File: src/rtl/dram_sched_ctrl_if.sv
// Request and DRAM command bus bundle for dram_sched_ctrl.
// The slave modport is the controller side, and the master modport is the L2/PHY side.
interface dram_sched_ctrl_if #(
  parameter int ADDR_WIDTH   = 22,
  parameter int NUM_OF_BANKS = 8,
  parameter int NUM_OF_ROWS  = 128,
  parameter int NUM_OF_COLS  = 8
);
  logic                    req_valid;
  logic                    req_ready;
  logic                    req_rw;
  logic [ADDR_WIDTH-1:0]   req_addr;
  logic                    cmd_req;
  logic                    cmd_ack;
  logic [2:0]              cmd;
  logic [NUM_OF_BANKS-1:0] bank_sel;
  logic [NUM_OF_ROWS-1:0]  row_sel;
  logic [NUM_OF_COLS-1:0]  col_sel;
  logic                    done;
  logic                    done_rw;
  logic                    busy;

  modport master (
    output req_valid, req_rw, req_addr, cmd_ack,
    input  req_ready, cmd_req, cmd, bank_sel, row_sel, col_sel, done, done_rw, busy
  );
  modport slave (
    input  req_valid, req_rw, req_addr, cmd_ack,
    output req_ready, cmd_req, cmd, bank_sel, row_sel, col_sel, done, done_rw, busy
  );
endinterface

File: src/rtl/dram_sched_ctrl.sv
// Open-page DRAM scheduler: request queue, per-bank open-row tracking and periodic refresh.
// Commands are ACT/RD/WR/PRE/REF and are sent over a cmd_req/cmd_ack handshake.
module dram_sched_ctrl #(
  parameter int ADDR_WIDTH     = 22,
  parameter int NUM_OF_BANKS   = 8,
  parameter int NUM_OF_ROWS    = 128,
  parameter int NUM_OF_COLS    = 8,
  parameter int FIFO_DEPTH     = 4,
  parameter int REFRESH_PERIOD = 1024
) (
  input logic              clk,
  input logic              rst,
  dram_sched_ctrl_if.slave bus
);
  localparam int BANK_W = $clog2(NUM_OF_BANKS);
  localparam int ROW_W  = $clog2(NUM_OF_ROWS);
  localparam int COL_W  = $clog2(NUM_OF_COLS);
  localparam int USED_W = BANK_W + ROW_W + COL_W;
  localparam int PTR_W  = $clog2(FIFO_DEPTH);
  localparam int CNT_W  = $clog2(REFRESH_PERIOD);

  localparam logic [2:0] CMD_NOP = 3'b000, CMD_ACT = 3'b001, CMD_RD  = 3'b010,
                         CMD_WR  = 3'b011, CMD_PRE = 3'b100, CMD_REF = 3'b101;

  typedef struct packed {
    logic              rw;
    logic [BANK_W-1:0] bank;
    logic [ROW_W-1:0]  row;
    logic [COL_W-1:0]  col;
  } req_t;

  typedef enum logic [2:0] {IDLE, PRE_ALL, REF, PRE, ACT, ACCESS} state_t;

  state_t                             state, state_n;
  req_t                               fifo_mem [FIFO_DEPTH];
  req_t                               head;
  logic [PTR_W-1:0]                   wr_ptr, rd_ptr;
  logic [PTR_W:0]                     count;
  logic                               push, pop, empty, full;
  logic [NUM_OF_BANKS-1:0]            open;
  logic [NUM_OF_BANKS-1:0][ROW_W-1:0] open_row;
  logic [CNT_W-1:0]                   ref_cnt;
  logic                               ref_pend, cmd_gap, cmd_req, fire;
  logic                               done_q, done_rw_q;
  logic [2:0]                         cmd_c;
  logic [NUM_OF_BANKS-1:0]            bank_c;
  logic [NUM_OF_ROWS-1:0]             row_c;
  logic [NUM_OF_COLS-1:0]             col_c;
  logic                               unused_addr;

  assign unused_addr = ^bus.req_addr;
  assign empty   = (count == '0);
  assign full    = (count == (PTR_W+1)'(FIFO_DEPTH));
  assign push    = bus.req_valid && !full;
  assign head    = fifo_mem[rd_ptr];
  // cmd_gap forces one NOP cycle after every acked command.
  assign cmd_req = (state != IDLE) && !cmd_gap;
  assign fire    = cmd_req && bus.cmd_ack;
  assign pop     = fire && (state == ACCESS);

  assign bus.req_ready = !full;
  assign bus.cmd_req   = cmd_req;
  assign bus.cmd       = cmd_c;
  assign bus.bank_sel  = bank_c;
  assign bus.row_sel   = row_c;
  assign bus.col_sel   = col_c;
  assign bus.done      = done_q;
  assign bus.done_rw   = done_rw_q;
  assign bus.busy      = (state != IDLE) || !empty;

  always_ff @(posedge clk) begin
    if (push) fifo_mem[wr_ptr] <= req_t'({bus.req_rw, bus.req_addr[USED_W-1:0]});
  end

  always_ff @(posedge clk) begin
    if (rst) begin
      wr_ptr <= '0;
      rd_ptr <= '0;
      count  <= '0;
    end else begin
      if (push) wr_ptr <= wr_ptr + PTR_W'(1);
      if (pop)  rd_ptr <= rd_ptr + PTR_W'(1);
      if (push && !pop)      count <= count + (PTR_W+1)'(1);
      else if (pop && !push) count <= count - (PTR_W+1)'(1);
    end
  end

  always_ff @(posedge clk) begin
    if (rst) state <= IDLE;
    else     state <= state_n;
  end

  always_comb begin
    state_n = state;
    case (state)
      IDLE: begin
        if (ref_pend)    state_n = (|open) ? PRE_ALL : REF;
        else if (!empty) begin
          if (open[head.bank] && open_row[head.bank] == head.row) state_n = ACCESS;
          else if (open[head.bank])                               state_n = PRE;
          else                                                    state_n = ACT;
        end
      end
      PRE_ALL: if (fire) state_n = REF;
      REF:     if (fire) state_n = IDLE;
      PRE:     if (fire) state_n = ACT;
      ACT:     if (fire) state_n = ACCESS;
      ACCESS:  if (fire) state_n = IDLE;
      default: state_n = IDLE;
    endcase
  end

  always_comb begin
    cmd_c  = CMD_NOP;
    bank_c = '0;
    row_c  = '0;
    col_c  = '0;
    if (cmd_req) begin
      case (state)
        PRE_ALL: begin cmd_c = CMD_PRE; bank_c = '1; end
        REF:     begin cmd_c = CMD_REF; bank_c = '1; end
        PRE: begin
          cmd_c  = CMD_PRE;
          bank_c = NUM_OF_BANKS'(1) << head.bank;
        end
        ACT: begin
          cmd_c  = CMD_ACT;
          bank_c = NUM_OF_BANKS'(1) << head.bank;
          row_c  = NUM_OF_ROWS'(1) << head.row;
        end
        ACCESS: begin
          cmd_c  = head.rw ? CMD_WR : CMD_RD;
          bank_c = NUM_OF_BANKS'(1) << head.bank;
          col_c  = NUM_OF_COLS'(1) << head.col;
        end
        default: cmd_c = CMD_NOP;
      endcase
    end
  end

  always_ff @(posedge clk) begin
    if (rst) begin
      open      <= '0;
      open_row  <= '0;
      ref_cnt   <= '0;
      ref_pend  <= 1'b0;
      cmd_gap   <= 1'b0;
      done_q    <= 1'b0;
      done_rw_q <= 1'b0;
    end else begin
      cmd_gap <= fire;
      done_q  <= 1'b0;
      if (fire) begin
        case (state)
          PRE_ALL: open <= '0;
          REF:     ref_pend <= 1'b0;
          PRE:     open[head.bank] <= 1'b0;
          ACT: begin
            open[head.bank]     <= 1'b1;
            open_row[head.bank] <= head.row;
          end
          ACCESS: begin
            done_q    <= 1'b1;
            done_rw_q <= head.rw;
          end
          default: ;
        endcase
      end
      // An expiry landing on the REF ack cycle must survive, so the set comes after the clear.
      if (ref_cnt == CNT_W'(REFRESH_PERIOD - 1)) begin
        ref_cnt  <= '0;
        ref_pend <= 1'b1;
      end else begin
        ref_cnt <= ref_cnt + CNT_W'(1);
      end
    end
  end
endmodule

File: src/flat_wrapper.sv
// flat-port wrapper written by rule: the top's interface ports become plain ports
module dram_sched_ctrl_flat 
#(
  parameter int ADDR_WIDTH     = 22,
  parameter int NUM_OF_BANKS   = 8,
  parameter int NUM_OF_ROWS    = 128,
  parameter int NUM_OF_COLS    = 8,
  parameter int FIFO_DEPTH     = 4,
  parameter int REFRESH_PERIOD = 1024
)
  (clk, rst, bus_req_valid, bus_req_rw, bus_req_addr, bus_cmd_ack, bus_req_ready, bus_cmd_req, bus_cmd, bus_bank_sel, bus_row_sel, bus_col_sel, bus_done, bus_done_rw, bus_busy);
  dram_sched_ctrl_if #(.ADDR_WIDTH(ADDR_WIDTH), .NUM_OF_BANKS(NUM_OF_BANKS), .NUM_OF_ROWS(NUM_OF_ROWS), .NUM_OF_COLS(NUM_OF_COLS)) bus_i ();
  input logic clk;
  input logic rst;
  input wire logic [$bits(bus_i.req_valid)-1:0] bus_req_valid;
  input wire logic [$bits(bus_i.req_rw)-1:0] bus_req_rw;
  input wire logic [$bits(bus_i.req_addr)-1:0] bus_req_addr;
  input wire logic [$bits(bus_i.cmd_ack)-1:0] bus_cmd_ack;
  output wire logic [$bits(bus_i.req_ready)-1:0] bus_req_ready;
  output wire logic [$bits(bus_i.cmd_req)-1:0] bus_cmd_req;
  output wire logic [$bits(bus_i.cmd)-1:0] bus_cmd;
  output wire logic [$bits(bus_i.bank_sel)-1:0] bus_bank_sel;
  output wire logic [$bits(bus_i.row_sel)-1:0] bus_row_sel;
  output wire logic [$bits(bus_i.col_sel)-1:0] bus_col_sel;
  output wire logic [$bits(bus_i.done)-1:0] bus_done;
  output wire logic [$bits(bus_i.done_rw)-1:0] bus_done_rw;
  output wire logic [$bits(bus_i.busy)-1:0] bus_busy;
  assign bus_i.req_valid = bus_req_valid;
  assign bus_i.req_rw = bus_req_rw;
  assign bus_i.req_addr = bus_req_addr;
  assign bus_i.cmd_ack = bus_cmd_ack;
  assign bus_req_ready = bus_i.req_ready;
  assign bus_cmd_req = bus_i.cmd_req;
  assign bus_cmd = bus_i.cmd;
  assign bus_bank_sel = bus_i.bank_sel;
  assign bus_row_sel = bus_i.row_sel;
  assign bus_col_sel = bus_i.col_sel;
  assign bus_done = bus_i.done;
  assign bus_done_rw = bus_i.done_rw;
  assign bus_busy = bus_i.busy;
  dram_sched_ctrl #(.ADDR_WIDTH(ADDR_WIDTH), .NUM_OF_BANKS(NUM_OF_BANKS), .NUM_OF_ROWS(NUM_OF_ROWS), .NUM_OF_COLS(NUM_OF_COLS), .FIFO_DEPTH(FIFO_DEPTH), .REFRESH_PERIOD(REFRESH_PERIOD)) u_core (.clk(clk), .rst(rst), .bus(bus_i));
endmodule
File: config.mk
export PLATFORM = sky130hd
export DESIGN_NAME = dram_sched_ctrl_flat
export DESIGN_NICKNAME = d
export VERILOG_FILES = /design/src/rtl/dram_sched_ctrl_if.sv /design/src/rtl/dram_sched_ctrl.sv /design/src/flat_wrapper.sv
export SDC_FILE = /design/constraint.sdc
export NUM_CORES = 1
export LEC_CHECK = 0
export ABC_AREA = 1
export BUFFER_PORTS_ARGS = -buffer_cell sky130_fd_sc_hd__buf_2
export CAP_MARGIN = 5
export CORE_ASPECT_RATIO = 0.8
export CORE_MARGIN = 4
export CORE_UTILIZATION = 59
export CTS_BUF_LIST = sky130_fd_sc_hd__clkbuf_8 sky130_fd_sc_hd__clkbuf_16
export DETAILED_ROUTE_END_ITERATION = 6
export PLACE_DENSITY = 0.86
export SYNTH_ARGS = -nofsm -noshare
export SYNTH_HDL_FRONTEND = slang
export SYNTH_SLANG_ARGS = --single-unit
File: constraint.sdc
create_clock -name clk -period 3.9 [get_ports clk]
set_clock_uncertainty 0.15 [all_clocks]
set_input_delay 0.195 -clock clk [delete_from_list [all_inputs] [get_ports clk]]
set_output_delay 0.195 -clock clk [all_outputs]
set_load 0.05 [all_outputs]
==> flow_metrics.env <==
export IMPL_totalWireLength_microns=21600
export IMPL_cp_end_kind="output pin"
export IMPL_power_switching_uw=1650
export IMPL_grt_pass1_vias=7107
export IMPL_timing_reg2reg_setup_slack_ns=0.61
export IMPL_cts_tree="done"
export IMPL_detail_route_vias_per_cell=5.61
export IMPL_core_area_sq_um=12900
export IMPL_portBuffers=169
export IMPL_ys_ff_latch=146
export IMPL_irDropWorstVdd_uv=370
export IMPL_dieArea_sq_um=15200
export IMPL_die_h_microns=111
export IMPL_drt_iter0_drc=997
export IMPL_grt_usage_pct=28.0
export IMPL_yosysWarnings=0
export IMPL_syn_to_final_growth_pct=20.3
export IMPL_place_hpwl_microns=14100
export IMPL_fin_nets=1255
export IMPL_max_freq_mhz=277
export IMPL_synth_top_area_share_pct=23.1
export IMPL_yosys_area_top_type="dfxtp_1"
export IMPL_p_leak_uw=0.00400
export IMPL_worst_slack_ns=0.287
export IMPL_synth_commonest_cells="227 x nand2_1, 211 x nor2_1, 90 x dfxtp_1"
export IMPL_ioPinCount=179
export IMPL_powerDensity_nw_per_um2=484
export IMPL_whs_path_depth=3
export IMPL_finalSetupViolations=0
export IMPL_synth_cell_types=41
export IMPL_drv_max_cap_violation_count=0
export IMPL_start_kind="flip-flop"
export IMPL_status="complete, no violations"
export IMPL_path_clk_slew_ns=0.06
export IMPL_drc=0
export IMPL_holdWs_ns=0.111
export IMPL_hold_violations=0
export IMPL_synth_area_per_cell_sq_um=7.34
export IMPL_drive_gt1_share_pct=21.6
export IMPL_pwr_share_clk_pct=36.2
export IMPL_final_cells=1409
export IMPL_synthTopCellsByArea="dfxtp_1 23%, edfxtp_1 22%, nand2_1 11%"
export IMPL_post_place_ws_ns=0.813
export IMPL_p_seq_share_pct=37.7
export IMPL_ant_nets=0
export IMPL_hold_path_class="input pin to flip-flop"
export IMPL_finalSetupTns_ns=0
export IMPL_cts_buffer_depth=2
export IMPL_total_power_uw=4540
export IMPL_critical_path_required_ns=3.56
export IMPL_cts_made_buffers=17
export IMPL_cts_setup_buffers=0
export IMPL_power_frac_comb_pct=26.1
export IMPL_synth_seq_area_share_pct=44.6
export IMPL_relSlewSlack_pct=38.2
export IMPL_switching_share_pct=36.4
export IMPL_htreeDepth=4
export IMPL_dp_cells=1362
export IMPL_synth_most_common_cell="nand2_1"
export IMPL_synth_area_sq_um=7810
export IMPL_gp_congestion=0.898
export IMPL_initial_core_util_pct=60.5
export IMPL_crit_type="flip-flop to output pin"
export IMPL_min_period_over_period_pct=92.6
export IMPL_syn_inst=1064
export IMPL_dieWidth_microns=137
export IMPL_ys_async_sr_fraction_pct=0
export IMPL_wl_per_cell_microns=15.3
export IMPL_r2r_end="u_core.state[2]"
export IMPL_rsz0062_at_grt="no"
export IMPL_synth_ff_type="dfxtp_1"
export IMPL_grt_pass1_wl_microns=34700
export IMPL_num_rows=37
export IMPL_grt_overflow=0
export IMPL_cp_max_fo=24
export IMPL_worst_pin_slew_ns=0.924
export IMPL_grt_max_degree=49
export IMPL_cts_num_sinks=146
export IMPL_rr_worst_depth=19
export IMPL_hold_start="bus_req_valid"
export IMPL_num_vias=7908
export IMPL_synth_edff_count=56
export IMPL_slew_viol_final=0
export IMPL_min_period_ns=3.61
export IMPL_clockRootBuffer="clkbuf_16"
export IMPL_antenna_found_initial=0
export IMPL_clock_latency_ns=0.43
export IMPL_crit_arrival_ns=3.27
export IMPL_p_int_uw=2890
export IMPL_drt_first_pass_iters=7
export IMPL_hold_end="u_core.wr_ptr[1]"
export IMPL_synth_nets=1098
export IMPL_diodes=0
## sequential cells by signal, summed over array words and instances, names as in the netlist, named ones only
signal              count
u_core.rd_ptr           2
u_core.cmd_gap          1
u_core.fifo_mem        56
u_core.bus.done_rw      1
u_core.ref_cnt         10
u_core.wr_ptr           2
u_core.ref_pend         1
u_core.state            3
u_core.count            3
u_core.open             8
u_core.open_row        56
u_core.bus.done         1
## worst max path at each step
stage | from | endpoint | slack [ns] | cells past startpoint
4_1_cts | flip-flop | bus_row_sel[97] | 0.36 | 8
3_5_place_dp | flip-flop | u_core.state[2] | 0.81 | 19
6_report | flip-flop | bus_row_sel[97] | 0.29 | 8
2_1_floorplan | flip-flop | bus_row_sel[11] | 0.87 | 8
3_3_place_gp | flip-flop | u_core.state[2] | 0.82 | 19
5_1_grt | flip-flop | bus_row_sel[26] | 0.12 | 9
## cell usage in the layout, fill, tap and decap left out, drive strengths merged, types with 3 or more instances in the layout
cell,n
inv,83
o211ai,3
edfxtp,56
dlygate4sd3,15
a32oi,8
or2,10
nor2,224
a21oi,81
buf,187
clkbuf,17
clkinv,5
clkinvlp,4
nor3b,4
nand3,75
nand3b,4
o21ai,54
dfxtp,90
o22ai,5
nand2,232
nand4,6
nor3,39
a211oi,15
ha,6
## cell type report
cell class                      count  area, sq um
Inverter                           79          297
Fill cell                         992         3520
Clock inverter                     15          173
Tap cell                          175          219
Sequential cell                   146         3480
Timing Repair Buffer              202         1130
Clock buffer                       17          425
Multi-Input combinational cell    775         3670
## worst max-delay path: stages, from the launching register on
cell	delay [ns]
dfxtp_1	0.43
inv_2	0.47
nor2_1	0.16
a32oi_4	0.64
inv_2	0.27
nor2_2	0.23
nand3_1	0.12
nor2_1	0.20
buf_2	0.31
## power groups by stage
stage               Sequential [uW]  Clock, uW  Combinational [uW]
finish                         1710       1650                1180
global route                   1720       1720                1290
CTS                            1710       1650                1160
detailed placement             1740          0                1140
global placement               1740          0                1130
floorplan                      1720          0                 913
## through the flow
step                      cell area (sq um)  utilization (%)
after floorplan                        7820                -
after global placement                 8650             67.0
after detailed placement               8650             67.0
after CTS                              9400             72.8
after global routing                   9400             72.8
final                                  9400             72.8
## cell families (layout without fill, tap and decap cells)
| kind of cell | count (synthesis) | in the layout | share of synthesized area [%] |
|---|---|---|---|
| AO/OA/AOI/OAI | 168 | 168 | 12.7 |
| XOR/XNOR | 3 | 3 | 0.336 |
| adder cells (fa/ha/maj) | 7 | 7 | 1.22 |
| buffers and inverters | 143 | 313 | 8.53 |
| flip-flops | 146 | 146 | 44.6 |
| AND/OR/NAND/NOR | 597 | 597 | 32.6 |
## routing by layer
layer / vias up / routed length, microns / track usage, %
met3: 28 / 2020 / 5.90
met4: 0 / 291 / 7.72
met1: 3639 / 9160 / 39.2
met2: 430 / 10100 / 44.1
li1: 3811 / - / -
met5: - / 0 / 0
## timing repair
action                                 in CTS  in global routing
gates resized for setup                     0                  0
endpoints found under the hold margin      57                  0
hold buffers                               15                  0
Power figures use the tool's default switching activity.
